--- config.mk ---
export PLATFORM = sky130hd
export DESIGN_NAME = pipe_skid_register
export DESIGN_NICKNAME = d
export VERILOG_FILES = /design/src/rtl/pipe_skid_register.sv
export SDC_FILE = /design/constraint.sdc
export NUM_CORES = 1
export LEC_CHECK = 0
export BUFFER_PORTS_ARGS = -buffer_cell sky130_fd_sc_hd__buf_2
export CORE_ASPECT_RATIO = 0.6
export CORE_MARGIN = 2
export CORE_UTILIZATION = 49
export DETAILED_ROUTE_END_ITERATION = 6
export HOLD_SLACK_MARGIN = 0.1
export PLACE_DENSITY_LB_ADDON = 0.05
export SLEW_MARGIN = 10
export SYNTH_ARGS = -nofsm -noshare
export SYNTH_HDL_FRONTEND = slang
export SYNTH_SLANG_ARGS = --single-unit
--- constraint.sdc ---
create_clock -name clock -period 3.1 [get_ports clock]
set_input_delay 0.465 -clock clock [delete_from_list [all_inputs] [get_ports clock]]
set_output_delay 0.465 -clock clock [all_outputs]
set_load 0.01 [all_outputs]
--- src/rtl/pipe_skid_register.sv ---
// Posedge pipeline register with a one-entry skid buffer, registered in_ready and synchronous flush.
// Optional saturating stall counter is compiled in when PIPE_SKID_STATS_EN is defined.
module pipe_skid_register #(
    parameter int WIDTH = 32
`ifdef PIPE_SKID_STATS_EN
    ,
    parameter int CNT_WIDTH = 16
`endif
) (
    input  logic             clock,
    input  logic             reset,
    input  logic             flush,
    input  logic             in_valid,
    input  logic [WIDTH-1:0] in_data,
    output logic             in_ready,
    output logic             out_valid,
    output logic [WIDTH-1:0] out_data,
    input  logic             out_ready,
    output logic [1:0]       state
`ifdef PIPE_SKID_STATS_EN
    ,
    output logic [CNT_WIDTH-1:0] stall_count
`endif
);

    // Handshake: a word moves on a posedge only when valid and ready are both high
    // in the preceding cycle; a producer holding valid keeps its data stable until taken.
    typedef enum logic [1:0] {
        EMPTY = 2'b00,
        BUSY  = 2'b01,
        FULL  = 2'b11
    } state_t;

    state_t           state_q;
    state_t           state_d;
    logic [WIDTH-1:0] main_q;
    logic [WIDTH-1:0] main_d;
    logic [WIDTH-1:0] skid_q;
    logic [WIDTH-1:0] skid_d;
    logic             in_fire;
    logic             out_fire;

    assign in_ready  = (state_q != FULL);
    assign out_valid = state_q[0];
    assign out_data  = main_q;
    assign state     = state_q;

    assign in_fire  = in_valid & in_ready;
    assign out_fire = out_valid & out_ready;

    always_ff @(posedge clock or negedge reset) begin
        if (!reset) begin
            state_q <= EMPTY;
            main_q  <= '0;
            skid_q  <= '0;
        end else begin
            state_q <= state_d;
            main_q  <= main_d;
            skid_q  <= skid_d;
        end
    end

    always_comb begin
        state_d = state_q;
        main_d  = main_q;
        skid_d  = skid_q;
        case (state_q)
            EMPTY: begin
                if (in_fire) begin
                    main_d  = in_data;
                    state_d = BUSY;
                end
            end
            BUSY: begin
                if (in_fire && out_fire) begin
                    main_d = in_data;
                end else if (in_fire) begin
                    skid_d  = in_data;
                    state_d = FULL;
                end else if (out_fire) begin
                    state_d = EMPTY;
                end
            end
            FULL: begin
                if (out_fire) begin
                    main_d  = skid_q;
                    state_d = BUSY;
                end
            end
            default: state_d = EMPTY;
        endcase
        // Squash wins over any transfer; data registers keep their stale contents.
        if (flush) begin
            state_d = EMPTY;
            main_d  = main_q;
            skid_d  = skid_q;
        end
    end

`ifdef PIPE_SKID_STATS_EN
    localparam logic [CNT_WIDTH-1:0] CNT_ONE = {{(CNT_WIDTH-1){1'b0}}, 1'b1};

    always_ff @(posedge clock or negedge reset) begin
        if (!reset) begin
            stall_count <= '0;
        end else if (out_valid && !out_ready && (stall_count != '1)) begin
            stall_count <= stall_count + CNT_ONE;
        end
    end
`endif

endmodule

==> results_dict.tcl, run 1 <==
set metrics [dict create \
    vias 1886 \
    critical_path_class "reg2reg" \
    reg2reg_setup_slack_ps 630 \
    rsz0062_at_grt "false" \
    grt_first_pass_wirelength_um 9640 \
    hold_class "in2reg" \
    port_buffers 72 \
    syn2layout_area_growth_pct 20.5 \
    final_cell_mix "94 x mux2_2, 72 x buf_2, 66 x dfrtp_1" \
    postCtsHoldBufs 1 \
    nFillCells 474 \
    power_density_mw_per_mm2 899 \
    status "completed" \
    cp.arrival_ps 2680 \
    synth.distinct_cells 23 \
    hold_viol 0 \
    grt_antenna_before_repair 0 \
    clockBufferDepth 2 \
    fmax_mhz 405 \
    synthSimpleGateAreaFrac 0.0174 \
    pre_cts_ws_ps 652 \
    root_buffer "clkbuf_8" \
    reg2reg_depth 7 \
    initial_core_util 0.500 \
    ir_drop_uv 404 \
    setup_viol 0 \
    skew_ps 7.52 \
    ys_ff_latch 66 \
    required_ps 3310 \
    syn-num-nets 241 \
    cp_max_fo 21 \
    coreArea_mm2 0.00603 \
    syn_avg_cell_area_um2 15.1 \
    clock-sinks 66 \
    gp_congestion 0.751 \
    cts_setup_buffers 0 \
    num-nets-final 321 \
    fin_ws_ps 633 \
    clock_latency_ps 330 \
    n_antenna_cell 0 \
    fin_crit_ps 2470 \
    synth-seq-area-share 0.548 \
    ys_warn_count 0 \
    first_iter_violations 35 \
    cp-start-kind "flop" \
    numCtsBuffers 9 \
    antenna_left 0 \
    grt_util_all_layers 0.187 \
    fin_setup_tns_ps 0 \
    min_period_over_period 0.796 \
    die_area_mm2 0.00681 \
    netlist_area_mm2 0.00301 \
    cts_htree_levels 3 \
    synth_adder_area_share 0.0166 \
    finalWirelength_um 5690 \
    die_y_um 64.7 \
    slew_viol_final 0 \
    cts_tree "done" \
    maxCapViolCount 0 \
    vias_per_cell 5.11 \
    clk_pin_slew_worst_paths_ps 70 \
    muxShareOfSynthArea 0.363 \
    grt_max_degree 34 \
    slew_headroom 0.698 \
    layout_commonest_cell "mux2_2" \
    yosys.area_share.xor_xnor 0 \
    cp-startpoint "state[0]" \
    worstHoldStart "in_data[15]" \
    detail_route.wl_per_cell_um 15.4 \
    post_cts_resize_count 0 \
    r2r_start "state[0]" \
    hold_slack_ps 379 \
    endpoint_kind "flop" \
    dp_hpwl_um 4020 \
    drive_above_1_share 0.660 \
    r2r-end "out_data[0]" \
    num_rows 22 \
    synth_top_family_by_area "multiplexers" \
    io_pins 73 \
    drc 0 \
    endpoint "out_data[0]" \
    dr.pass1.iters 6 \
    worst_pin_slew_ps 452 \
    grt_overflow 0 \
    synth_compound_area_frac 0.0257 \
    synth_cells 200 \
    grt_pass1_vias 1923 \
    p_leak_nw 1.65 \
    die_w_um 105 \
]
==> cell type report <==
cell class / count / area, um^2 / area share
Clock buffer: 13 / 149 / 0.0410
Inverter: 3 / 11.3 / 0.00310
Multi-Input combinational cell: 120 / 1270 / 0.351
Sequential cell: 66 / 1650 / 0.455
Timing Repair Buffer: 80 / 423 / 0.117
Tap cell: 84 / 105 / 0.0290
Clock inverter: 3 / 15.0 / 0.00414
==> metrics by stage <==
stage | utilization | instance area [um^2] | std cells | total power, W
2_1_floorplan | - | 3010 | 200 | 0.00228
4_1_cts | 0.602 | 3630 | 369 | 0.00332
3_5_place_dp | 0.573 | 3460 | 352 | 0.00269
3_3_place_gp | 0.573 | 3460 | 352 | 0.00264
6_report | 0.602 | 3630 | 369 | 0.00326
5_1_grt | 0.602 | 3630 | 369 | 0.00351
==> worst max-delay path, stage by stage (launching register included) <==
cell      delay (ps)
dfrtp_1          510
inv_1            110
ha_1             240
nor2b_1          150
or3_1            350
a211oi_4         270
buf_4            330
mux2_2           380
==> per-layer routing <==
metal | global-route usage | up-vias | routed length, um
met1 | 0.260 | 945 | 2830
met5 | 0 | - | 0
met3 | 0.0775 | 5 | 355
met4 | 0.0550 | 0 | 57
met2 | 0.269 | 53 | 2440
li1 | - | 883 | -
==> power breakdown <==
| group | total [W] | internal, W | switching [W] | leakage, nW |
|---|---|---|---|---|
| clock network | 0.000605 | 0.000309 | 0.000297 | 0.0872 |
| logic | 0.00114 | 0.000652 | 0.000493 | 0.780 |
| registers | 0.00151 | 0.00130 | 0.000216 | 0.787 |
==> cells by family (layout without fill, tap and decap cells) <==
kind of cell / Yosys count / count (layout)
AO/OA/AOI/OAI: 9 / 9
adder cells (fa/ha/maj): 4 / 4
buffers and inverters: 14 / 99
flip-flops: 66 / 66
multiplexers: 97 / 97
AND/OR/NAND/NOR: 10 / 10
==> sequential cells by signal (all words and copies together) (netlist names) <==
signal	flops
out_data	32
skid_q	32
state	2
==> synthesized netlist by cell type (all sizes together) <==
cell type   n  area, um^2
o22ai       2        12.5
clkbuf      4        15.0
o2bb2ai     1        8.76
a211oi      2        27.5
a32o        1        10.0
inv         3        11.3
ha          4        50.1
a21oi       1        5.00
buf         7        62.6
or3         1        6.26
mux2       97        1090
o21bai      1        7.51
nor2        2        7.51
dfrtp      66        1650
nor2b       2        12.5
a31oi       1        6.26
nand2b      1        6.26
nand4b      1        8.76
nand2       3        11.3
==> worst min path at each step <==
stage / cells after the start / to
CTS: 2 / skid_q[22]
global route: 2 / skid_q[28]
detailed placement: 1 / skid_q[2]
floorplan: 0 / out_data[0]
global placement: 1 / skid_q[2]
finish: 2 / skid_q[15]
Power figures use the tool's default switching activity.
==> run 2, diff against run 1 <==
- CORE_UTILIZATION: 49 -> 48
- clock period: 3.1 -> 2.1 ns (I/O delays scaled with it)
==> run 2 against run 1 <==
  * The run now ends with negative setup slack left
  * Non-clock buffer count rose by 13
  * First-iteration DRC count rose to 2.5 times the previous value
  * Largest power group unchanged
  * Hold slack worse by 160 ps
  * Critical path type unchanged
  * Via count is 2.3% higher
  * Routed wire length rose by 6.1%
  * Sequential power is 48% higher
  * Utilization rose by 6.0 points
==> results_dict.tcl, run 2 (synthesis gave the netlist of run 1 again) <==
set metrics [dict create \
    port_buffers 72 \
    cp.arrival_ps 2350 \
    grt_pass1_vias 1868 \
    combPwrFrac 0.391 \
    hold_slack_ps 223 \
    setup_viol 30 \
    violations "negative setup slack" \
    p_int_w 0.00400 \
    grt_util_all_layers 0.181 \
    path_cells "inv_2 -> ha_4 -> nor2b_4 -> or3_4 -> a211oi_4 -> buf_6 -> clkbuf_16 -> mux2_4" \
    cp.buffers_inverters 3 \
    detail_route.wl_per_cell_um 15.8 \
    io_pins 73 \
    slew_headroom 0.648 \
    gp_congestion 0.782 \
    die_area_mm2 0.00695 \
    endpoint_kind "flop" \
    worst_pin_slew_ps 528 \
    critical_path_class "reg2reg" \
    drc 0 \
    num_rows 22 \
    reg2reg_setup_slack_ps -40 \
    fin_util 0.662 \
    slowest_delay_ps 430 \
    fin_crit_ps 2140 \
    grt_max_degree 45 \
    required_ps 2310 \
    clock-sinks 66 \
    drive_above_1_share 0.711 \
    cp_max_fo 6 \
    die_y_um 65.4 \
    clk_pin_slew_worst_paths_ps 70 \
    crit_slowest_cell "dfrtp_2" \
    grt_antenna_before_repair 0 \
    ir_drop_uv 619 \
    final_cell_mix "72 x buf_2, 69 x mux2_2, 65 x dfrtp_1" \
    layout_commonest_cell "buf_2" \
    maxCapViolCount 0 \
    cp-start-kind "flop" \
    status "finished with violations" \
    root_buffer "clkbuf_8" \
    fin_setup_tns_ps -585 \
    power.switching_w 0.00164 \
    p_seq_frac 0.396 \
    numCtsBuffers 9 \
    pre_cts_ws_ps -18.5 \
    n_antenna_cell 0 \
    finalWirelength_um 6030 \
    syn2layout_area_growth_pct 33.6 \
    clock_latency_ps 330 \
    min_period_over_period 1.02 \
    cts_htree_levels 3 \
    clockBufferDepth 2 \
    hold_viol 0 \
    slew_viol_final 0 \
    dp_hpwl_um 3690 \
    vias 1929 \
    critical_path.top_delay_family "simple AND/OR/NAND/NOR gates" \
    hold_class "in2reg" \
    cts_tree "done" \
    die_w_um 106 \
    p_leak_nw 1.89 \
    dr.pass1.iters 4 \
    first_iter_violations 89 \
    coreArea_mm2 0.00608 \
    fin_ws_ps -38.9 \
    num-nets-final 334 \
    power_density_mw_per_mm2 1400 \
    grt_overflow 0 \
    clockPowerShare 0.213 \
    fmax_mhz 468 \
    rsz0062_at_grt "true" \
    vias_per_cell 5.05 \
    swShare 0.291 \
    initial_core_util 0.495 \
    grt_first_pass_wirelength_um 9540 \
    skew_ps 8.28 \
    antenna_left 0 \
]
## run 2: cell count changes in the layout (fill, tap and decap cells not counted), sizes merged
cell,change
buf,+11
bufinv,+2
clkbuf,+1
clkinv,-1
## run 2: routing by layer
metal	routed length, um	part of all wire	global-route usage
met5	0	0	0
met4	99	0.016	0.0543
met3	348	0.058	0.0714
met2	2580	0.43	0.260
met1	3010	0.50	0.253
## run 2: final timing paths
| check | cells past startpoint | to | from |
|---|---|---|---|
| max | 8 | out_data[26] | state[0] |
| min | 2 | skid_q[12] | in_data[12] |
| max reg2reg | 8 | out_data[26] | state[0] |
| min reg2reg | 1 | out_data[3] | out_data[3] |
| max in group asynchronous | 3 | state[0] | reset |
| min in group asynchronous | 2 | out_data[25] | reset |
## run 2: final cells by class
class	instances	area, um^2
timing repair buffer	93	612
multi-input combinational	120	1420
clock inverter	4	73.8
fill	496	2060
clock buffer	12	155
inverter	3	11.3
sequential	66	1650
tap	84	105
## run 2: power by group through the flow
stage / Combinational, W / Clock, W / Sequential (W)
final: 0.00221 / 0.00120 / 0.00223
after CTS: 0.00187 / 0.00124 / 0.00221
after detailed placement: 0.00187 / 0 / 0.00223
after floorplan: 0.00106 / 0 / 0.00235
after global routing: 0.00238 / 0.00131 / 0.00232
after global placement: 0.00183 / 0 / 0.00222
## run 2: worst register-to-register path: stages (launching register included)
cell and delay (ps):
dfrtp_2 430, inv_2 70, ha_4 160, nor2b_4 120, or3_4 340, a211oi_4 240, buf_6 180, clkbuf_16 180
mux2_4 300
## run 2: what timing repair did
action / CTS / global route
gates resized for setup: 0 / 31
hold buffers: 1 / 0
pin swaps: 0 / 3
endpoints found under the setup margin: 24 / 32
endpoints found under the hold margin: 22 / 0
setup buffers: 0 / 2
gates cloned: 0 / 3
## run 2: through the flow
stage               cell area [um^2]  instances  power, W
CTS                             3820        377   0.00533
detailed placement              3580        360   0.00410
global placement                3580        360   0.00405
global route                    4030        382   0.00601
finish                          4030        382   0.00565
floorplan                       3040        200   0.00341
==> run 3, diff against run 2 <==
- CAP_MARGIN: default -> 5
- HOLD_SLACK_MARGIN: 0.1 -> default
- PLACE_DENSITY: default -> 0.76
- PLACE_DENSITY_LB_ADDON: 0.05 -> default
==> run 3 against run 2 <==
  * The flow still finishes with violations (negative setup slack)
  * Global-route usage rose by 0.59 points
  * Highest routed layer unchanged
  * Sequential power about the same
  * Clock skew rose by 1.5 ps
  * Clock-buffer cell count is 1 lower
  * Non-clock buffer count increased by 6
  * Largest power group is now combinational cells
  * Utilization down 0.12 points
==> results_dict.tcl, run 3 (synthesis gave the netlist of run 1 again) <==
set metrics [dict create \
    status "finished with violations" \
    violations "negative setup slack" \
    power_density_mw_per_mm2 1380 \
    drc 0 \
    hold_viol 0 \
    power_w 0.00556 \
    die_area_mm2 0.00695 \
    grt_antenna_before_repair 0 \
    critical_path.top_delay_family "simple AND/OR/NAND/NOR gates" \
    grt_util_all_layers 0.187 \
    syn2layout_area_growth_pct 33.4 \
    port_buffers 72 \
    final_cell_mix "72 x buf_2, 68 x mux2_2, 65 x dfrtp_1" \
    gp_congestion 0.714 \
    rsz0062_at_grt "true" \
    num_rows 22 \
    r2r_start "state[0]" \
    cp_num_cells 8 \
    fin_crit_ps 2190 \
    root_buffer "clkbuf_8" \
    grtUsageMet3 0.0853 \
    die_y_um 65.4 \
    layout_commonest_cell "buf_2" \
    critical_path_class "reg2reg" \
    grt_first_pass_wirelength_um 9830 \
    worst_pin_slew_ps 342 \
    use_met1 0.246 \
    r2r-end "out_data[26]" \
    gr-max-usage-layer "met2" \
    vias 1961 \
    vias_per_cell 5.05 \
    clock-sinks 66 \
    cp-start-kind "flop" \
    reg2reg_depth 8 \
    cp_max_fo 5 \
    numCtsBuffers 9 \
    pre_cts_ws_ps -67.8 \
    gr-usage-met2 0.274 \
    worstHoldStart "in_data[4]" \
    antenna_left 0 \
    slowest_delay_ps 420 \
    reg2reg_setup_slack_ps -90 \
    detail_route.wl_per_cell_um 16.8 \
    dr.pass1.iters 4 \
    endpoint "out_data[26]" \
    path_cells "inv_2 -> ha_4 -> nor2b_4 -> or3_4 -> a211oi_4 -> buf_6 -> clkbuf_16 -> mux2_4" \
    coreArea_mm2 0.00608 \
    grt_pass1_vias 2018 \
    min_period_over_period 1.04 \
    skew_ps 9.77 \
    maxCapViolCount 0 \
    slew_headroom 0.772 \
    finalWirelength_um 6510 \
    io_pins 73 \
    first_iter_violations 55 \
    clockBufferDepth 2 \
    required_ps 2320 \
    n_antenna_cell 0 \
    p_leak_nw 1.89 \
    fin_ws_ps -86.1 \
    fmax_mhz 457 \
    setup_viol 32 \
    cp.buffers_inverters 3 \
    endpoint_kind "flop" \
    grt_overflow 0 \
    die_w_um 106 \
    initial_core_util 0.495 \
    cts_tree "done" \
    clk_pin_slew_worst_paths_ps 70 \
    drive_above_1_share 0.714 \
    cp.arrival_ps 2400 \
    dp_hpwl_um 4010 \
    clock_latency_ps 340 \
    ir_drop_uv 636 \
    grt_max_degree 67 \
    cts_htree_levels 3 \
    slew_viol_final 0 \
    crit_slowest_cell "dfrtp_2" \
    hold_class "in2reg" \
    cp-startpoint "state[0]" \
    num-nets-final 340 \
]
[run 3: how the worst min path moves through the flow]
stage	endpoint	cells past startpoint	slack, ps
5_1_grt	skid_q[3]	2	200
3_5_place_dp	skid_q[0]	2	360
2_1_floorplan	out_data[0]	0	20
6_report	skid_q[4]	2	220
3_3_place_gp	skid_q[0]	2	360
4_1_cts	skid_q[4]	2	200
[run 3: area by class of cell]
cell class              instances  area (um^2)
repair buffers                 99          652
well taps                      84          105
fillers                       450         2060
flip-flops and latches         66         1650
inverters                       3         11.3
clock buffers                  11          131
multi-input cells             120         1410
clock inverters                 5         55.1
[run 3: per-layer routing]
layer / up-vias / share of wire
met2: 68 / 0.43
li1: 913 / -
met3: 8 / 0.078
met4: 0 / 0.011
met5: - / 0
met1: 972 / 0.48
[run 3: worst register-to-register path, cell delays in order, from the launching register on]
cell and delay, ps:
dfrtp_2 420, inv_2 60, ha_4 150, nor2b_4 120, or3_4 390, a211oi_4 290, buf_6 180, clkbuf_16 160
mux2_4 290
[run 3: power by group]
group / total [W] / internal, W / leakage, nW / switching, W
sequential: 0.00225 / 0.00191 / 0.785 / 0.000336
clock: 0.00102 / 0.000545 / 0.0893 / 0.000474
combinational: 0.00229 / 0.00141 / 1.02 / 0.000879
[run 3: what timing repair did]
item	4_1_cts	5_1_grt
hold buffers	1	0
resized for setup	1	34
endpoints found under the setup margin	29	32
pin swaps	0	3
endpoints found under the hold margin	52	0
gates cloned	0	4
buffers inserted	0	5
[run 3: per-stage QoR]
stage	cell area, um^2	hold slack [ps]	util	instances	TNS [ps]
2_1_floorplan	3040	19.4	-	200	-744
3_3_place_gp	3590	363	0.589	362	-134
3_5_place_dp	3590	361	0.589	362	-827
4_1_cts	3790	198	0.622	379	-780
5_1_grt	4020	196	0.661	388	-3000
6_report	4020	216	0.661	388	-1780
